### src/rtl/sc_regmov_pkg.sv
// Shared encodings for the player-position mover.
// Imported by the repeat FSM and the position register top.
package sc_regmov_pkg;

  typedef enum logic [1:0] {
    ST_IDLE   = 2'd0,
    ST_FIRST  = 2'd1,
    ST_REPEAT = 2'd2
  } rep_state_e;

  typedef enum logic [1:0] {
    DIR_NONE  = 2'd0,
    DIR_LEFT  = 2'd1,
    DIR_RIGHT = 2'd2
  } dir_e;

endpackage

### src/rtl/sc_regmov_repeat.sv
// Press/hold/auto-repeat FSM for the mover.
// Emits one step strobe per press and per repeat period.
module sc_regmov_repeat
  import sc_regmov_pkg::*;
#(
  parameter int CNTWIDTH     = 25,
  parameter int REPEAT_DELAY = 25000000,
  parameter int REPEAT_RATE  = 6250000
) (
  input  logic clk,
  input  logic rst_n,
  input  logic flush,
  input  logic enable,
  input  dir_e dir,
  output logic step,
  output dir_e step_dir
);

  localparam logic [CNTWIDTH-1:0] DLY_LD =
    CNTWIDTH'(REPEAT_DELAY - 1);
  localparam logic [CNTWIDTH-1:0] RATE_LD =
    CNTWIDTH'(REPEAT_RATE - 1);

  rep_state_e        state_q, state_n;
  dir_e              dir_q, dir_n;
  logic [CNTWIDTH-1:0] cnt_q, cnt_n;

  always_ff @(posedge clk or negedge rst_n) begin
    if (!rst_n) begin
      state_q <= ST_IDLE;
      dir_q   <= DIR_NONE;
      cnt_q   <= '0;
    end else begin
      state_q <= state_n;
      dir_q   <= dir_n;
      cnt_q   <= cnt_n;
    end
  end

  always_comb begin
    state_n  = state_q;
    dir_n    = dir_q;
    cnt_n    = cnt_q;
    step     = 1'b0;
    step_dir = DIR_NONE;
    if (flush || !enable || dir == DIR_NONE) begin
      state_n = ST_IDLE;
      dir_n   = DIR_NONE;
      cnt_n   = '0;
    end else begin
      unique case (state_q)
        ST_FIRST, ST_REPEAT: begin
          if (dir != dir_q) begin
            // opposite direction behaves as a fresh press
            step     = 1'b1;
            step_dir = dir;
            dir_n    = dir;
            cnt_n    = DLY_LD;
            state_n  = ST_FIRST;
          end else if (cnt_q != '0) begin
            cnt_n = cnt_q - CNTWIDTH'(1);
          end else begin
            step     = 1'b1;
            step_dir = dir;
            cnt_n    = RATE_LD;
            state_n  = ST_REPEAT;
          end
        end
        default: begin
          step     = 1'b1;
          step_dir = dir;
          dir_n    = dir;
          cnt_n    = DLY_LD;
          state_n  = ST_FIRST;
        end
      endcase
    end
  end

endmodule

### src/rtl/sc_regjug_mover.sv
// One-hot player position register with edge/auto-repeat moves,
// wrap or saturate borders, sync clear and parallel load.
module sc_regjug_mover
  import sc_regmov_pkg::*;
#(
  parameter int REGMOV_DATAWIDTH = 8,
  parameter logic [REGMOV_DATAWIDTH-1:0] DATA_INIT_POS = 8'b01000000,
  parameter bit REGMOV_WRAP_EN = 1'b1,
  parameter int REGMOV_CNTWIDTH = 25,
  parameter int REGMOV_REPEAT_DELAY = 25000000,
  parameter int REGMOV_REPEAT_RATE = 6250000
) (
  input  logic SC_REGMOV_CLOCK_50,
  input  logic SC_REGMOV_RESET_InLow,
  input  logic SC_REGMOV_clear_InLow,
  input  logic SC_REGMOV_enable_In,
  input  logic SC_REGMOV_load_InLow,
  input  logic [REGMOV_DATAWIDTH-1:0] SC_REGMOV_data_InBUS,
  input  logic [1:0] SC_REGMOV_shiftselection_In,
  output logic [REGMOV_DATAWIDTH-1:0] SC_REGMOV_data_OutBUS,
  output logic SC_REGMOV_moved_Out,
  output logic SC_REGMOV_blocked_Out
);

  localparam int W = REGMOV_DATAWIDTH;

  if (REGMOV_REPEAT_DELAY < 1 || REGMOV_REPEAT_RATE < 1 ||
      longint'(REGMOV_REPEAT_DELAY) >=
        (longint'(1) << REGMOV_CNTWIDTH) ||
      longint'(REGMOV_REPEAT_RATE) >=
        (longint'(1) << REGMOV_CNTWIDTH)) begin : g_bad_cfg
    $error("sc_regjug_mover: repeat timing out of range");
  end

  dir_e   dir, step_dir;
  logic   step, flush;
  logic   border;
  logic [W-1:0] pos_q, pos_n, shifted;
  logic   moved_n, blocked_n;

  always_comb begin
    dir = DIR_NONE;
    unique case (1'b1)
      (SC_REGMOV_shiftselection_In == 2'b01): dir = DIR_LEFT;
      (SC_REGMOV_shiftselection_In == 2'b10): dir = DIR_RIGHT;
      default: dir = DIR_NONE;
    endcase
  end

  assign flush = !SC_REGMOV_clear_InLow || !SC_REGMOV_load_InLow;

  sc_regmov_repeat #(
    .CNTWIDTH    (REGMOV_CNTWIDTH),
    .REPEAT_DELAY(REGMOV_REPEAT_DELAY),
    .REPEAT_RATE (REGMOV_REPEAT_RATE)
  ) u_repeat (
    .clk     (SC_REGMOV_CLOCK_50),
    .rst_n   (SC_REGMOV_RESET_InLow),
    .flush   (flush),
    .enable  (SC_REGMOV_enable_In),
    .dir     (dir),
    .step    (step),
    .step_dir(step_dir)
  );

  always_comb begin
    shifted   = pos_q;
    border    = 1'b0;
    pos_n     = pos_q;
    moved_n   = 1'b0;
    blocked_n = 1'b0;
    if (step_dir == DIR_LEFT) begin
      shifted = {pos_q[W-2:0], pos_q[W-1]};
      border  = pos_q[W-1];
    end else begin
      shifted = {pos_q[0], pos_q[W-1:1]};
      border  = pos_q[0];
    end
    if (!SC_REGMOV_clear_InLow) begin
      pos_n = DATA_INIT_POS;
    end else if (!SC_REGMOV_load_InLow) begin
      pos_n = SC_REGMOV_data_InBUS;
    end else if (step) begin
      // saturate mode looks only at the border bit
      if (!REGMOV_WRAP_EN && border) begin
        blocked_n = 1'b1;
      end else begin
        pos_n   = shifted;
        moved_n = 1'b1;
      end
    end
  end

  always_ff @(posedge SC_REGMOV_CLOCK_50 or negedge SC_REGMOV_RESET_InLow) begin
    if (!SC_REGMOV_RESET_InLow) begin
      pos_q                 <= DATA_INIT_POS;
      SC_REGMOV_moved_Out   <= 1'b0;
      SC_REGMOV_blocked_Out <= 1'b0;
    end else begin
      pos_q                 <= pos_n;
      SC_REGMOV_moved_Out   <= moved_n;
      SC_REGMOV_blocked_Out <= blocked_n;
    end
  end

  assign SC_REGMOV_data_OutBUS = pos_q;

endmodule

### config.mk
export PLATFORM = sky130hd
export DESIGN_NAME = sc_regjug_mover
export DESIGN_NICKNAME = d
export VERILOG_FILES = /design/src/rtl/sc_regmov_pkg.sv /design/src/rtl/sc_regmov_repeat.sv /design/src/rtl/sc_regjug_mover.sv
export SDC_FILE = /design/constraint.sdc
export NUM_CORES = 1
export LEC_CHECK = 0
export CAP_MARGIN = 0
export CELL_PAD_IN_SITES_DETAIL_PLACEMENT = 1
export CELL_PAD_IN_SITES_GLOBAL_PLACEMENT = 1
export CORE_MARGIN = 2
export CORE_UTILIZATION = 47
export DETAILED_ROUTE_END_ITERATION = 8
export PLACE_DENSITY = 0.85
export SYNTH_ARGS = -nofsm -noshare
export SYNTH_HDL_FRONTEND = slang
export SYNTH_HIERARCHICAL = 1
export SYNTH_SLANG_ARGS = --single-unit
### constraint.sdc
create_clock -name SC_REGMOV_CLOCK_50 -period 4 [get_ports SC_REGMOV_CLOCK_50]
set_clock_uncertainty 0.1 [all_clocks]
set_input_delay 1.2 -clock SC_REGMOV_CLOCK_50 [delete_from_list [all_inputs] [get_ports SC_REGMOV_CLOCK_50]]
set_output_delay 1.2 -clock SC_REGMOV_CLOCK_50 [all_outputs]
set_load 0.01 [all_outputs]
# ---- After elaboration in Yosys (flattened, before gate mapping)
# Index checks and enable logic that the tools add are counted.
dict set report word_totals {
  register_bits 38
  word_cells 51
  in_bits 15
}
dict set report op_classes {
  reduce_logical 9
  eq_ne 9
  mux 27
  addsub 1
}
# op count
set ops {}
lappend ops {{25-bit 2-to-1 mux} 4}
lappend ops {{8-bit 2-to-1 mux} 4}
lappend ops {{25-bit nonzero test} 1}
lappend ops {{25-bit by 1-bit subtractor with 25-bit output (second input constant)} 1}
lappend ops {{2-bit 2-to-1 mux} 11}
lappend ops {{1-bit 2-to-1 mux} 7}
lappend ops {{2-bit by 1-bit equality test with 1-bit output (second input constant)} 3}
lappend ops {{2-bit equality test (second input constant)} 2}
lappend ops {{4-bit by 2-bit != test with 1-bit output (second input constant)} 1}
lappend ops {{2-bit one-hot mux with 2 select lines} 1}
lappend ops {{1-bit logical NOT} 3}
lappend ops {{1-bit logical OR} 3}
lappend ops {{3-bit by 1-bit != test with 1-bit output (second input constant)} 1}
lappend ops {{3-bit by 2-bit != test with 1-bit output (second input constant)} 1}
lappend ops {{2-bit logical NOT} 1}
lappend ops {{2-bit != test} 1}
lappend ops {{2-bit OR reduction} 1}

# ---- Longest topological paths before layout
dict set report logic_depth {
  ltp_word 11
  ltp_mapped 11
  mapped_depth_nobuf 9
}

# ---- Cells and area by module
# Netlist, hierarchy kept.
# module area_per_inst_um2 cells_per_inst seq_area_each_um2 n_inst
set by_module_without_submodules {}
lappend by_module_without_submodules {sc_regmov_repeat 1577.8 153 725.7 1}
lappend by_module_without_submodules {sc_regjug_mover 606.8 61 226.5 1}

# ---- Worst setup path before layout
# Ideal clock, no wire load.
dict set report synth_path {
  kind {in2reg}
  startpoint {input port SC_REGMOV_clear_InLow}
  endpoint {register pos_q[5], in the netlist SC_REGMOV_data_OutBUS[5]}
  arrival_ns 2.869
  path_slack_ns 0.956
  stages 11
  path_cell_list {and2_1 clkbuf_1 inv_2 inv_1 o211ai_1 clkbuf_1 nor3b_1 nor2b_4 buf_6 mux2_4 o21ai_2}
}
dict set report synth_between {
  elab_chain_cells 10
}
# item line_no
set synth_lines {}
lappend synth_lines {{start, declared} sc_regjug_mover.sv:15} ;# input logic SC_REGMOV_clear_InLow,
lappend synth_lines {{1-bit logical NOT} --}
lappend synth_lines {{1-bit logical OR} sc_regjug_mover.sv:50} ;# assign flush = !SC_REGMOV_clear_InLow || !SC_REGMOV_load_InLow;
lappend synth_lines {{via flush} sc_regjug_mover.sv:36} ;# logic step, flush;
lappend synth_lines {{1-bit logical OR (2 in a row)} sc_regmov_repeat.sv:46} ;# if (flush || !enable || dir == DIR_NONE) begin
lappend synth_lines {{2-bit 2-to-1 mux} sc_regmov_repeat.sv:46}
lappend synth_lines {{via step_dir[1]} sc_regjug_mover.sv:35} ;# dir_e dir, step_dir;
lappend synth_lines {{2-bit by 1-bit equality test with 1-bit output} sc_regjug_mover.sv:72} ;# if (step_dir == DIR_LEFT) begin
lappend synth_lines {{8-bit 2-to-1 mux} sc_regjug_mover.sv:72}
lappend synth_lines {{8-bit 2-to-1 mux} sc_regjug_mover.sv:83} ;# end else if (step) begin
lappend synth_lines {{8-bit 2-to-1 mux} sc_regjug_mover.sv:81} ;# end else if (!SC_REGMOV_load_InLow) begin
lappend synth_lines {{8-bit 2-to-1 mux} sc_regjug_mover.sv:79} ;# if (!SC_REGMOV_clear_InLow) begin
lappend synth_lines {{end signal, assigned} sc_regjug_mover.sv:100} ;# pos_q <= pos_n;
lappend synth_lines {{end, declared} sc_regjug_mover.sv:38} ;# logic [W-1:0] pos_q, pos_n, shifted;
# The timed path passes the listed nets, and every way through them passes these cells. The select of a mux whose other input is x is not followed.
# A chain may end at the register's enable or synchronous reset.

# ---- Final worst setup path
dict set report layout_path {
  startpoint {input port SC_REGMOV_shiftselection_In[0]}
  endpoint {register pos_q[3], in the netlist SC_REGMOV_data_OutBUS[3]}
}
dict set report layout_between {
  elab_chain_cells 11
}
# item line_no
set layout_lines {}
lappend layout_lines {{start, declared} sc_regjug_mover.sv:19} ;# input logic [1:0] SC_REGMOV_shiftselection_In,
lappend layout_lines {{2-bit equality test or 2-bit by 1-bit equality test with 1-bit output (tied branches)} {sc_regjug_mover.sv:45, sc_regjug_mover.sv:44}}
lappend layout_lines {{2-bit one-hot mux with 2 select lines (*)} sc_regjug_mover.sv:43} ;# unique case (1'b1)
lappend layout_lines {{via dir[0]} sc_regjug_mover.sv:35}
lappend layout_lines {{2-bit != test} sc_regmov_repeat.sv:53} ;# if (dir != dir_q) begin
lappend layout_lines {{2-bit 2-to-1 mux} sc_regmov_repeat.sv:53}
lappend layout_lines {{2-bit 2-to-1 mux} sc_regmov_repeat.sv:51} ;# unique case (state_q)
lappend layout_lines {{2-bit 2-to-1 mux (*)} sc_regmov_repeat.sv:46}
lappend layout_lines {{via step_dir[1]} sc_regjug_mover.sv:35}
lappend layout_lines {{2-bit by 1-bit equality test with 1-bit output (*)} sc_regjug_mover.sv:72}
lappend layout_lines {{8-bit 2-to-1 mux (*)} sc_regjug_mover.sv:72}
lappend layout_lines {{8-bit 2-to-1 mux (*)} sc_regjug_mover.sv:83}
lappend layout_lines {{8-bit 2-to-1 mux (*)} sc_regjug_mover.sv:81}
lappend layout_lines {{8-bit 2-to-1 mux (*)} sc_regjug_mover.sv:79}
# The timed path passes the listed nets; every way through them passes the cells marked *. The select of a mux whose other input is x is not followed.

==> results.md <==
* Critical path data arrival time at 3.54 ns
* # H-tree levels at 2
* Diode count at 0
* Least-Margin Pin Slew at 0.847 ns
* Final Hold Vio Count at 0
* Hold Crit Class: reg -> reg
* Maximum VDD drop at 0.000172 V
* Initial core utilization at 49.5%
* Die Width at 72.2 um
* Rel. slew slack at 43.5%
* CTS Hold Bufs at 0
* Vias at 1758
* #FFs+latches synth at 38
* Number of detailed-route iterations in the first pass at 4
* Met3 usage at 5.69%
* Initial antenna violation count at 0
* Routed wire length at 5.51 mm
* Max Root-Sink Buffers at 2
* Routed length per instance at 18.8 um
* Share of cells above drive strength 1 at 14.1%
* CP Capture Type: flop
* Critical path class: in -> reg
* LEAKAGE at 1.21 nW
* Max incr delay on CP at 0.47 ns
* Vias in the first global route at 1942
* Number of synthesized flops with an enable pin at 0
* Buffers added on ports at 23
* Busiest grt layer: met2
* Status: finished, final reports clean
* TNS Setup at 0 ns
* RSZ-0062 raised after global routing: false
* CP max stage cell: clkdlybuf4s50_1
* Routed Antenna Nets at 0
* Crit-path max FO at 13
* Post-synth ARST share at 100%
* Max cap viols at 0
* Sequential share of the synthesized area at 43.6%
* Synthesized cell area at 2180 um^2
* Commonest non-fill, non-tap cell in the layout: dfrtp_1
* Clock latency on the worst-skew pair at 0.30 ns
* Clk slew on worst S/H paths at 0.07 ns
* Vias per inst at 6.00
* Final nets at 256
* IO Count at 25
* Final worst path period share at 85.3%
* GRT Overall Usage at 24.1%
* Synthesized area per cell at 10.2 um^2
* Net Count, Synth at 230
* Crit path launch type: primary input
* Crit-path cells: clkdlybuf4s50_1 -> nor2b_1 -> xor2_1 -> nor3_1 -> o21a_1 -> buf_4 -> nor3b_1 -> nor2b_4 -> mux2_2 -> o21ai_2
* Final core occ at 57.7%
* CTS tree: done
* Met2 GRT Util at 38.0%
* CTS Buf Count at 5
* Post-placement cell count at 285
* Root Driver: clkbuf_8
* Synth Flop Type: dfrtp_1
* Die height at 72.2 um
* Sink Count at 38
* FMAX at 293 MHz
* Post-layout minimum cycle time at 3.41 ns
* Post-CTS resize count at 0
* Dpl hpwl at 3.92 mm
* Most frequent cells in the layout: 37 x dfrtp_1, 22 x clkdlybuf4s50_1, 14 x o21ai_0, 13 x a21oi_1, 12 x xor2_1
* Die area at 5210 um^2
* DRC viols at 0
* Area growth from synthesis to layout at 16.5%
* Synth cell types at 59
* Std cell rows at 24
* Core area at 4410 um^2
* RD Place Congestion at 0.816
* DP Worst Slack at 0.250 ns
* Post-Synthesis Cells at 214
* Pin count of the biggest net entering global routing at 39
* Postcts setup bufs at 0
* Initial DRC Count at 48
* Grt ovf at 0
* CP required at 4.13 ns
* Fin cells at 293
* Met1 Use GR at 32.3%
* Synth Warn # at 6
* Post-route setup slack at 0.589 ns
* Hold Slack at 0.429 ns
* Power density over the cells at 333 nW/um^2
* First-pass GRT wire length at 9.53 mm
* Finish-stage setup viols at 0
* Max Slew Vio Count at 0
state kept, by name, indices dropped and copies added, names as in the netlist:
signal and cells:
u_repeat/state_q 2, SC_REGMOV_moved_Out 1, u_repeat/cnt_q 25, u_repeat/dir_q 2, SC_REGMOV_data_OutBUS 8
through the flow:
step	cell area (um^2)	total power, W
after floorplan	2180	0.000511
after global placement	2450	0.000566
after detailed placement	2450	0.000573
after CTS	2540	0.000862
after global routing	2540	0.000891
final	2540	0.000847
critical path: cells and delay by family:
family | cells | cell delay, ns
and+or+nand+nor | 4 | 0.87
buffers and inverters | 2 | 0.68
muxes | 1 | 0.40
AOI/OAI and AO/OA | 2 | 0.31
xor gates and xnor gates | 1 | 0.09
path summary, 6_finish.rpt:
kind	from	endpoint	slack, ns	depth (start not counted)
min in group asynchronous	SC_REGMOV_RESET_InLow	u_repeat/cnt_q[14]$_DFF_PN0_	0.90	1
max	SC_REGMOV_shiftselection_In[0]	SC_REGMOV_data_OutBUS[3]$_DFFE_PN0P_	0.59	10
min	u_repeat/cnt_q[0]$_DFF_PN0_	u_repeat/cnt_q[0]$_DFF_PN0_	0.43	1
min reg2reg	u_repeat/cnt_q[0]$_DFF_PN0_	u_repeat/cnt_q[0]$_DFF_PN0_	0.43	1
max in group asynchronous	SC_REGMOV_RESET_InLow	u_repeat/cnt_q[0]$_DFF_PN0_	2.37	1
max reg2reg	u_repeat/cnt_q[0]$_DFF_PN0_	SC_REGMOV_data_OutBUS[3]$_DFFE_PN0P_	0.84	10
area by class of cell:
class                      count  area, um^2
tap                           52        65.1
multi-input combinational    160        1140
clock inverter                 1        5.00
clock buffer                   7        86.3
timing repair buffer          30         278
fill                         491        1870
inverter                       5        18.8
sequential                    38         952
Yosys cell counts, types with 2 or more instances:
library cell,count,area [um^2]
a21oi_1,13,65.1
a31oi_1,6,37.5
a32o_1,2,20.0
and2_1,3,18.8
and3_1,3,18.8
buf_2,2,10.0
buf_4,2,15.0
buf_6,3,33.8
clkbuf_1,3,11.3
dfrtp_1,37,926
inv_1,4,15.0
mux2_4,4,60.1
mux2i_1,2,20.0
nand2_1,8,30.0
nand3_1,4,20.0
nand3b_1,2,15.0
nand4_1,3,18.8
nand4b_1,3,26.3
nor2_1,8,30.0
nor2b_1,11,68.8
nor2b_4,2,27.5
nor3_1,8,40.0
nor3b_1,3,22.5
nor4_4,2,42.5
o21a_1,2,15.0
o21ai_0,14,70.1
o21ai_1,3,15.0
o21ai_2,2,17.5
o31ai_1,3,22.5
o41ai_1,2,17.5
or2_1,2,12.5
or3_1,6,37.5
or4_1,3,22.5
xnor2_1,3,26.3
xor2_1,12,105
per-layer routing:
metal	part of all wire (%)	vias to the layer above
met4	1.7	0
met3	3.2	9
li1	-	833
met1	46	884
met5	0	-
met2	49	32
power by group:
| group | switching, W | total (W) | internal [W] |
|---|---|---|---|
| sequential | 0.0000122 | 0.000407 | 0.000395 |
| clock | 0.000143 | 0.000282 | 0.000139 |
| combinational | 0.0000885 | 0.000158 | 0.0000694 |
kinds of logic after synthesis:
logic type	after synthesis	share of synthesized area, %
AND/OR/NAND/NOR	79	24.7
AO/OA/AOI/OAI	57	16.6
flip-flops	38	43.6
buffers and inverters	16	4.24
XOR/XNOR	15	6.01
multiplexers	7	4.18
adder cells (fa/ha/maj)	1	0.573
other	1	0.172
No activity file was read; power rests on OpenSTA's default activity.
